[config.mk]
export PLATFORM = sky130hd
export DESIGN_NAME = ipdc_op_ctrl
export DESIGN_NICKNAME = d
export VERILOG_FILES = /design/src/rtl/ipdc_op_ctrl.sv
export SDC_FILE = /design/constraint.sdc
export NUM_CORES = 1
export LEC_CHECK = 0
export ABC_AREA = 1
export CORE_ASPECT_RATIO = 1.25
export CORE_UTILIZATION = 50
export CTS_CLUSTER_DIAMETER = 30
export DETAILED_ROUTE_END_ITERATION = 10
export PLACE_DENSITY = 0.72
export SETUP_SLACK_MARGIN = 0.05
export SLEW_MARGIN = 30
export SYNTH_ARGS = -nofsm -noshare
export SYNTH_HDL_FRONTEND = slang
export SYNTH_SLANG_ARGS = --single-unit
[constraint.sdc]
create_clock -name i_clk -period 2.1 [get_ports i_clk]
set_clock_uncertainty 0.15 [all_clocks]
set_input_delay 0.42 -clock i_clk [delete_from_list [all_inputs] [get_ports i_clk]]
set_output_delay 0.42 -clock i_clk [all_outputs]
set_load 0.01 [all_outputs]
[src/rtl/ipdc_op_ctrl.sv]
// Op sequencer for the image-display datapath: frame-buffer load, window shift/scale, window readout.
// Optional feature: define IPDC_OP_CTRL_MODE_ERR_EN to make op 111 raise o_op_err and skip the display.
module ipdc_op_ctrl #(
    parameter int unsigned IMG_W  = 8,
    parameter int unsigned RD_LAT = 1
) (
    input  logic                          i_clk,
    input  logic                          i_rst_n,
    input  logic                          i_op_valid,
    input  logic [2:0]                    i_op_mode,
    input  logic                          i_in_valid,
    output logic                          o_op_ready,
    output logic                          o_in_ready,
    output logic                          o_mem_we,
    output logic                          o_rd_en,
    output logic [2*$clog2(IMG_W)-1:0]    o_mem_addr,
    output logic                          o_out_valid,
    output logic                          o_out_last,
    output logic                          o_op_err
);
    localparam int unsigned CW = $clog2(IMG_W);
    localparam int unsigned AW = 2 * CW;

    typedef enum logic [2:0] {StIdle, StLoad, StUpdate, StDisplay, StDrain} state_e;

    state_e            state_q, state_d;
    logic [2:0]        mode_q, mode_d;
    logic [CW-1:0]     x_q, x_d, y_q, y_d;
    logic              size4_q, size4_d;
    logic [AW-1:0]     load_cnt_q, load_cnt_d;
    logic [CW-1:0]     r_q, r_d, c_q, c_d;
    logic [RD_LAT-1:0] vld_q, last_q;
    logic              started_q;
    logic              rd_last;

    logic [CW-1:0] size_m1;
    logic [CW:0]   x_ext, y_ext, size_w, img_w, four_w;

    assign size_m1 = size4_q ? CW'(3) : CW'(1);
    assign x_ext   = {1'b0, x_q};
    assign y_ext   = {1'b0, y_q};
    assign size_w  = size4_q ? (CW+1)'(4) : (CW+1)'(2);
    assign img_w   = (CW+1)'(IMG_W);
    assign four_w  = (CW+1)'(4);

    always_comb begin
        state_d    = state_q;
        mode_d     = mode_q;
        x_d        = x_q;
        y_d        = y_q;
        size4_d    = size4_q;
        load_cnt_d = load_cnt_q;
        r_d        = r_q;
        c_d        = c_q;
        rd_last    = 1'b0;
        o_op_ready = 1'b0;
        o_in_ready = 1'b0;
        o_mem_we   = 1'b0;
        o_rd_en    = 1'b0;
        o_mem_addr = '0;
`ifdef IPDC_OP_CTRL_MODE_ERR_EN
        o_op_err   = 1'b0;
`endif
        case (state_q)
            StIdle: begin
                // Ready only from the first edge after reset release.
                o_op_ready = started_q;
                if (started_q && i_op_valid) begin
                    mode_d  = i_op_mode;
                    state_d = (i_op_mode == 3'b000) ? StLoad : StUpdate;
                end
            end
            StLoad: begin
                o_in_ready = 1'b1;
                o_mem_addr = load_cnt_q;
                if (i_in_valid) begin
                    o_mem_we   = 1'b1;
                    load_cnt_d = load_cnt_q + AW'(1);
                    if (&load_cnt_q) begin
                        x_d     = '0;
                        y_d     = '0;
                        size4_d = 1'b1;
                        state_d = StDisplay;
                    end
                end
            end
            StUpdate: begin
                state_d = StDisplay;
                case (mode_q)
                    3'b001: if (x_ext + size_w < img_w) x_d = x_q + CW'(1);
                    3'b010: if (x_q != '0) x_d = x_q - CW'(1);
                    3'b011: if (y_q != '0) y_d = y_q - CW'(1);
                    3'b100: if (y_ext + size_w < img_w) y_d = y_q + CW'(1);
                    3'b101: size4_d = 1'b0;
                    3'b110: if (x_ext + four_w <= img_w && y_ext + four_w <= img_w) size4_d = 1'b1;
`ifdef IPDC_OP_CTRL_MODE_ERR_EN
                    3'b111: begin
                        o_op_err = 1'b1;
                        state_d  = StIdle;
                    end
`endif
                    default: ;
                endcase
            end
            StDisplay: begin
                o_rd_en    = 1'b1;
                // IMG_W is a power of two, so y*IMG_W+x is a concatenation.
                o_mem_addr = {y_q + r_q, x_q + c_q};
                c_d        = c_q + CW'(1);
                if (c_q == size_m1) begin
                    c_d = '0;
                    r_d = r_q + CW'(1);
                    if (r_q == size_m1) begin
                        r_d     = '0;
                        rd_last = 1'b1;
                        state_d = StDrain;
                    end
                end
            end
            StDrain: begin
                if (last_q[RD_LAT-1]) state_d = StIdle;
            end
            default: state_d = StIdle;
        endcase
    end

`ifndef IPDC_OP_CTRL_MODE_ERR_EN
    assign o_op_err = 1'b0;
`endif

    assign o_out_valid = vld_q[RD_LAT-1];
    assign o_out_last  = last_q[RD_LAT-1];

    always_ff @(posedge i_clk or negedge i_rst_n) begin
        if (!i_rst_n) begin
            state_q    <= StIdle;
            mode_q     <= 3'b000;
            x_q        <= '0;
            y_q        <= '0;
            size4_q    <= 1'b1;
            load_cnt_q <= '0;
            r_q        <= '0;
            c_q        <= '0;
            vld_q      <= '0;
            last_q     <= '0;
            started_q  <= 1'b0;
        end else begin
            state_q    <= state_d;
            mode_q     <= mode_d;
            x_q        <= x_d;
            y_q        <= y_d;
            size4_q    <= size4_d;
            load_cnt_q <= load_cnt_d;
            r_q        <= r_d;
            c_q        <= c_d;
            started_q  <= 1'b1;
            vld_q[0]   <= o_rd_en;
            last_q[0]  <= rd_last;
            for (int i = 1; i < RD_LAT; i++) begin
                vld_q[i]  <= vld_q[i-1];
                last_q[i] <= last_q[i-1];
            end
        end
    end
endmodule

==> results by group, run 1 <==
Die
  • Die Height: 69.6 µm
  • Die area: 3900 µm²
  • Rows: 24
  • Horiz. Die Dim: 56.1 µm
  • IO Pins: 20
  • Core box area: 3480 µm²
  • Starting density of the core: 52.5%

Synth
  • Largest family of logic cells by synthesized area: simple AND/OR/NAND/NOR gates
  • Ys Warns: 0
  • Commonest cells in the netlist: nand2_1 (56), dfrtp_1 (27), inv_1 (24)
  • Leading area contributor after synthesis: dfrtp_1
  • Register bit total from synthesis: 28
  • Synth Flop Type: dfrtp_1
  • Synth area leaders: dfrtp_1 (37%), nand2_1 (11%), nand3_1 (6.3%)
  • Post-Syn Nets: 245
  • Yosys cell types: 32
  • Synth Area in Adders: 9.17%
  • Post-synthesis compound-gate area fraction: 6.16%
  • Gate Count Post-Synth: 227
  • Sequential fraction of the synthesis area: 38.4%
  • Async set-reset flop share out of synthesis: 100%
  • Share of the synthesized area in the top cell type: 37.0%
  • Top-count cell post-synth: nand2_1
  • Number of synthesized flops with an enable pin: 0
  • Mapped cell area: 1830 µm²
  • Synth Area in XOR/XNOR: 6.71%
  • Simple-gate share of the synthesized area: 32.2%
  • Syn_area_per_cell: 8.05 µm²
  • Post-synthesis mux area share: 0%

Clock tree
  • Clock Path Buffers: 2
  • Hold Buf Count CTS: 0
  • Clock sinks: 28
  • Worst skew pair latency: 0.28 ns
  • H-Tree Depth: 1
  • CTS buffer count: 3
  • Clock slew at reported path FFs: 0.10 ns
  • Root Driver: clkbuf_8
  • TritonCTS clock tree: built

STA
  • Maximum operating frequency: 0.451 GHz
  • Crit path time final: 2.22 ns
  • Max Slew Vio Count: 0
  • Setup ws final: -0.118 ns
  • Setup violators final: 4
  • Final worst path period share: 106%
  • Final Hold Fails: 0
  • RSZ-0062 raised after global routing: true

Critical path
  • Reg2reg end: y_q[2]$_DFFE_PN0P_
  • Critical Path AT: 1.65 ns
  • CP max stage delay: 0.41 ns
  • R2r startpoint: mode_q[2]$_DFFE_PN0P_
  • Setup CP Type: flop to primary output
  • CP Data Required Time: 1.53 ns
  • Crit. End Element: primary output
  • Reg2reg setup slack: 0.24 ns
  • Worst Path Max Fanout: 2
  • Crit path max-delay cell type: dfrtp_1
  • Crit path launch type: flop
  • Reg2reg path depth: 10
  • Worst-path cell chain: ha_2, fa_2, xor2_1, o22ai_1, buf_2

Routing
  • DRC: 0
  • Drt pass-1 iters: 4
  • Drt initial violations: 35
  • Routed wire per std cell: 11.9 µm
  • Routed Antenna Nets: 0
  • Vias: 1,604
  • Final WL: 3.70 mm
  • Avg Vias per Cell: 5.16

Finish
  • Sequential cell area: 704 µm²
  • Area grow syn2layout: 25.0%
  • Multi-input combinational cell area: 1020 µm²
  • Share of cells above drive strength 1: 25.0%
  • Filler cell count: 313
  • Inserted Diodes: 0
  • Layout Nets: 291

Global routing
  • First-pass GRT wire length: 6.64 mm
  • Total gr overflow: 0
  • Initial antenna violation count: 0
  • Number of global-route vias before repair: 1,547
  • Largest net degree at the start of global routing: 29
  • Total GRT Usage: 21.2%

Power
  • Power Density: 1420 nW/µm²
  • Clock share of power: 13.4%
  • Sw Share: 44.6%
  • Leak: 0.00118 µW
  • Maximum vdd drop: 0.000816 V
  • Sequential share of power: 29.0%
  • Comb power frac: 57.6%
  • Final Power: 3260 µW
  • Internal power: 1800 µW
  • Net Switching: 1450 µW

Run status
  • Status: finished with violations
  • Failing checks: negative setup slack

Placed design
  • Final HPWL DP: 2.85 mm
  • Gpl congestion: 0.841
  • PortBufs: 18
  • Pre-CTS worst setup slack: -0.262 ns

Job
  • Max Cap Viol: 0

Worst hold path
  • Hold Path End: size4_q$_DFFE_PN1P_
  • Hold path depth: 2
  • Hold path start: size4_q$_DFFE_PN1P_
  • Min-Delay Path Class: flop to flop
-- worst max-delay path, delay by kind of cell, from the launching register on --
family          cells  cell delay, ns
compound gates      1            0.13
xor+xnor            1            0.17
fa+ha+maj           2            0.51
buf+inv             1            0.15
flops               1            0.41
-- power groups by stage --
stage	Combinational (µW)	Sequential, µW	Clock [µW]
after floorplan	1200	961	0
after global placement	1880	928	0
after detailed placement	1920	936	0
after CTS	1890	939	441
after global routing	2130	976	458
final	1870	945	437
-- per-layer routing --
metal	up-vias	global-route usage (%)	wire, µm
met5	-	0	0
met4	0	5.69	36
met3	4	1.87	110
met2	28	38.9	1970
met1	757	26.4	1590
li1	815	-	-
-- worst max-delay path by stage --
stage / start / end / slack, ns / depth (start not counted)
after floorplan: y_q[0]$_DFFE_PN0P_ / o_mem_addr[4] / 0.16 / 4
after global placement: x_q[0]$_DFFE_PN0P_ / o_mem_addr[2] / -0.25 / 5
after detailed placement: x_q[0]$_DFFE_PN0P_ / o_mem_addr[2] / -0.26 / 5
final: x_q[0]$_DFFE_PN0P_ / o_mem_addr[2] / -0.12 / 5
after global routing: x_q[0]$_DFFE_PN0P_ / o_mem_addr[1] / -0.17 / 5
after CTS: x_q[0]$_DFFE_PN0P_ / o_mem_addr[1] / -0.11 / 5
-- layout by cell type, fill, tap and decap left out, drive strengths merged --
cell	n
nand2	61
inv	30
buf	28
dfrtp	27
nand3	27
nor2	25
o21ai	13
xor2	9
clkdlybuf4s50	8
ha	7
clkbuf	7
xnor2	5
a21oi	4
nor3	4
fa	4
o22ai	2
conb	2
dlygate4sd2	2
clkinv	1
o21a	1
nand3b	1
o31ai	1
nand4	1
bufinv	1
dfstp	1
-- area by class of cell --
| cell class | count | share of cell area, % |
|---|---|---|
| multi-input combinational | 167 | 44.7 |
| timing repair buffer | 42 | 13.9 |
| inverter | 31 | 5.26 |
| sequential | 28 | 30.8 |
| tap | 39 | 2.14 |
| clock inverter | 1 | 1.31 |
| clock buffer | 3 | 1.81 |
-- logic make-up (layout without fill, tap and decap cells) --
group,after synthesis,after routing
flops,28,28
fa+ha+maj,11,11
simple gates,119,119
buf+inv,32,77
other cells,2,2
xor+xnor,14,14
compound gates,21,21
-- sequential cells by signal, indices dropped and copies added (netlist names) --
| name | flops |
|---|---|
| o_out_valid | 1 |
| state_q | 3 |
| mode_q | 3 |
| load_cnt_q | 6 |
| c_q | 3 |
| o_out_last | 1 |
| x_q | 3 |
| size4_q | 1 |
| y_q | 3 |
| r_q | 3 |
| started_q | 1 |
-- metrics by stage --
step                      utilization, %  cell area, µm²  TNS (ns)  hold WS, ns  std cells
after global routing                65.6            2280    -0.519        0.387        311
after CTS                           65.4            2280    -0.317        0.353        309
final                               65.6            2280    -0.281        0.348        311
after global placement              63.4            2210    -0.814        0.331        304
after floorplan                        -            1830         0      -0.0256        227
after detailed placement            63.4            2210    -0.890        0.336        304
-- what timing repair did --
action	in CTS	in global routing
buffers inserted	1	2
pin swaps	3	5
setup endpoints to repair	10	9
resized for setup	34	8
(Power assumes the default switching activity.)
==> run 2: changes to the inputs <==
--- a/config.mk
+++ b/config.mk
@@ -5,7 +5,7 @@
 export SDC_FILE = /design/constraint.sdc
 export NUM_CORES = 1
 export LEC_CHECK = 0
-export ABC_AREA = 1
+export ABC_AREA = 0
 export CORE_ASPECT_RATIO = 1.25
 export CORE_UTILIZATION = 50
 export CTS_CLUSTER_DIAMETER = 30
==> run 2 against run 1 <==
The run still ends with negative setup slack left. Clock power shrank 0.9%. Critical path depth up 1. Cell count shrank 17%. Die area shrank 2.0%. Utilization grew 4.7 points. Synthesized area down 2.1%. Count of clock-buffer cells in the layout unchanged. Via count is 12% lower. Global-route usage is 0.85 points higher. Synthesized cell count down 24%. Critical path type unchanged. Critical endpoint unchanged. Largest cell class unchanged.
==> results by group, run 2 <==
Clock tree
  • Clock sinks: 28 (unchanged)
  • Clock Path Buffers: 2 (unchanged)
  • TritonCTS clock tree: built
  • Root Driver: clkbuf_8
  • Worst skew pair latency: 0.28 ns (about the same)
  • H-Tree Depth: 1 (unchanged)
  • Clock slew at reported path FFs: 0.09 ns (about the same)
  • CTS buffer count: 3 (unchanged)
  • Hold Buf Count CTS: 0 (unchanged)

Critical path
  • Reg2reg end: y_q[2]$_DFFE_PN0P_
  • Crit. End Element: primary output
  • CP Data Required Time: 1.53 ns (about the same)
  • Critical Path Start: x_q[0]$_DFFE_PN0P_
  • R2r startpoint: mode_q[0]$_DFFE_PN0P_
  • Crit path launch type: flop
  • Critical Path AT: 1.74 ns (+0.09 ns)
  • Reg2reg setup slack: 0.11 ns (-0.13 ns)
  • Setup CP Type: flop to primary output
  • Worst Path Max Fanout: 2 (unchanged)
  • Reg2reg path depth: 5 (-5)

STA
  • Final Hold Fails: 0 (unchanged)
  • Final worst path period share: 110% (+4.4 points)
  • Crit path time final: 2.31 ns (+0.0922 ns)
  • Max Slew Vio Count: 0 (unchanged)
  • RSZ-0062 raised after global routing: true
  • Setup ws final: -0.210 ns (-0.0922 ns)
  • Maximum operating frequency: 0.433 GHz (-4.0%)
  • Setup violators final: 7 (+3)

Synth
  • Leading area contributor after synthesis: dfrtp_1
  • Async set-reset flop share out of synthesis: 100% (unchanged)
  • Commonest cells in the netlist: dfrtp_1 (27), nand2_1 (15), xnor2_1 (12)
  • Top-count cell post-synth: dfrtp_1
  • Register bit total from synthesis: 28 (unchanged)
  • Synth area leaders: dfrtp_1 (38%), xnor2_1 (5.9%), ha_1 (4.9%)
  • Syn_area_per_cell: 10.3 µm² (+29%)
  • Number of synthesized flops with an enable pin: 0 (unchanged)
  • Yosys cell types: 51 (+59%)
  • Share of the synthesized area in the top cell type: 37.7% (+0.77 points)
  • Ys Warns: 0 (unchanged)
  • Synth Flop Type: dfrtp_1
  • Sequential fraction of the synthesis area: 39.2% (+0.80 points)
  • Gate Count Post-Synth: 173 (-24%)
  • Post-Syn Nets: 191 (-22%)
  • Mapped cell area: 1790 µm² (-2.1%)

Run status
  • Status: finished with violations
  • Failing checks: negative setup slack

Power
  • Maximum vdd drop: 0.000971 V (+19%)
  • Final Power: 3640 µW (+12%)
  • Leak: 0.00107 µW (-9.5%)
  • Power Density: 1560 nW/µm² (+9.8%)

Global routing
  • Total GRT Usage: 22.1% (+0.85 points)
  • Total gr overflow: 0 (unchanged)
  • Initial antenna violation count: 0 (unchanged)
  • Number of global-route vias before repair: 1,424 (-8.0%)
  • Largest net degree at the start of global routing: 29 (unchanged)
  • First-pass GRT wire length: 6.54 mm (-1.4%)

Finish
  • Commonest cells after routing, fill and taps aside: buf_4 (33), dfrtp_1 (27), nand2_1 (15)
  • Max reg flops: 6 (unchanged)
  • Most common cell after layout, fill and taps aside: buf_4
  • Inserted Diodes: 0 (unchanged)
  • Area grow syn2layout: 30.0%
  • Largest reg by FF count: load_cnt_q
  • Final Util: 70.3% (+4.7 points)
  • Layout Nets: 241 (-17%)
  • Share of cells above drive strength 1: 35.6% (+11 points)

Die
  • Core box area: 3310 µm² (-5.0%)
  • Rows: 23 (-4.2%)
  • Die area: 3830 µm² (-2.0%)
  • Horiz. Die Dim: 55.5 µm (-0.99%)
  • IO Pins: 20 (unchanged)
  • Starting density of the core: 54.1% (+1.6 points)
  • Die Height: 68.9 µm (-1.0%)

Routing
  • Vias: 1,414 (-12%)
  • Final WL: 3.97 mm (+7.3%)
  • Routed Antenna Nets: 0 (unchanged)
  • Routed wire per std cell: 15.3 µm (+29%)
  • Avg Vias per Cell: 5.46 (+5.9%)
  • DRC: 0 (unchanged)
  • Drt initial violations: 69 (+97%)
  • Drt pass-1 iters: 4 (unchanged)

Worst hold path
  • Hold Path End: load_cnt_q[5]$_DFFE_PN0P_
  • Hold path depth: 1 (-1)
  • Hold path start: load_cnt_q[5]$_DFFE_PN0P_
  • Min-Delay Path Class: flop to flop

Placed design
  • PortBufs: 18 (unchanged)
  • Gpl congestion: 0.839 (-0.25%)
  • Final HPWL DP: 2.85 mm (-0.19%)

Job
  • Max Cap Viol: 0 (unchanged)
## run 2: where the power goes
group | switching [µW] | leakage, µW | internal [µW]
sequential | 203 | 0.000347 | 754
combinational | 1070 | 0.000686 | 1180
clock | 178 | 0.0000357 | 256
## run 2: worst max-delay path, stage by stage, from the launching register on
cell and delay, ns:
dfrtp_1 0.40, ha_2 0.19, fa_2 0.36, xnor2_2 0.15, xnor2_1 0.12, o21ai_1 0.11, buf_2 0.14
## run 2: repair_timing
item	CTS	global route
setup buffers	3	4
gates resized for setup	48	16
cloned	0	0
endpoints found under the setup margin	10	14
pin swaps	6	4
## run 2: kinds of logic (layout without fill, tap and decap cells)
logic type | Yosys count | after routing | share of synthesized area, %
simple gates | 56 | 56 | 18.9
mux | 9 | 9 | 5.45
other cells | 2 | 2 | 0.419
fa+ha+maj | 11 | 11 | 9.36
compound gates | 33 | 33 | 14.0
flops | 28 | 28 | 39.2
xor+xnor | 15 | 15 | 7.34
buf+inv | 19 | 68 | 5.38
## run 2: worst max-delay path by stage
| stage | to | cells after the start |
|---|---|---|
| detailed placement | o_mem_addr[2] | 6 |
| finish | o_mem_addr[2] | 6 |
| CTS | o_mem_addr[2] | 6 |
| global route | o_mem_addr[5] | 7 |
| floorplan | o_mem_addr[2] | 5 |
| global placement | o_mem_addr[2] | 6 |
## run 2: cell type report
type | count | area (µm²)
multi-input cells | 126 | 1050
clock buffers | 3 | 41.3
inverters | 12 | 52.6
repair buffers | 52 | 402
clock inverters | 1 | 30.0
fillers | 244 | 982
well taps | 37 | 46.3
flip-flops and latches | 28 | 702
## run 2: metal layers
metal	wire length, µm	GRT usage (%)
met1	1770	27.7
met2	2090	40.1
met3	79	2.99
met4	29	6.56
met5	0	0
## run 2: metrics by stage
step / cell area (µm²) / hold WS, ns / setup slack [ns] / setup TNS, ns / instances
2_1_floorplan: 1790 / -0.0256 / 0.0683 / 0 / 173
3_3_place_gp: 2170 / 0.334 / -0.331 / -1.58 / 248
3_5_place_dp: 2170 / 0.336 / -0.388 / -1.77 / 248
4_1_cts: 2260 / 0.349 / -0.253 / -0.838 / 255
5_1_grt: 2330 / 0.360 / -0.321 / -1.15 / 259
6_report: 2330 / 0.349 / -0.210 / -0.656 / 259
==> run 3: changes to the inputs <==
--- a/config.mk
+++ b/config.mk
@@ -10,6 +10,7 @@
 export CORE_UTILIZATION = 50
 export CTS_CLUSTER_DIAMETER = 30
 export DETAILED_ROUTE_END_ITERATION = 10
+export GPL_ROUTABILITY_DRIVEN = 0
 export PLACE_DENSITY = 0.72
 export SETUP_SLACK_MARGIN = 0.05
 export SLEW_MARGIN = 30
==> results of run 3 <==
No change in the layout: final DEF, timing and power equal those of run 2.
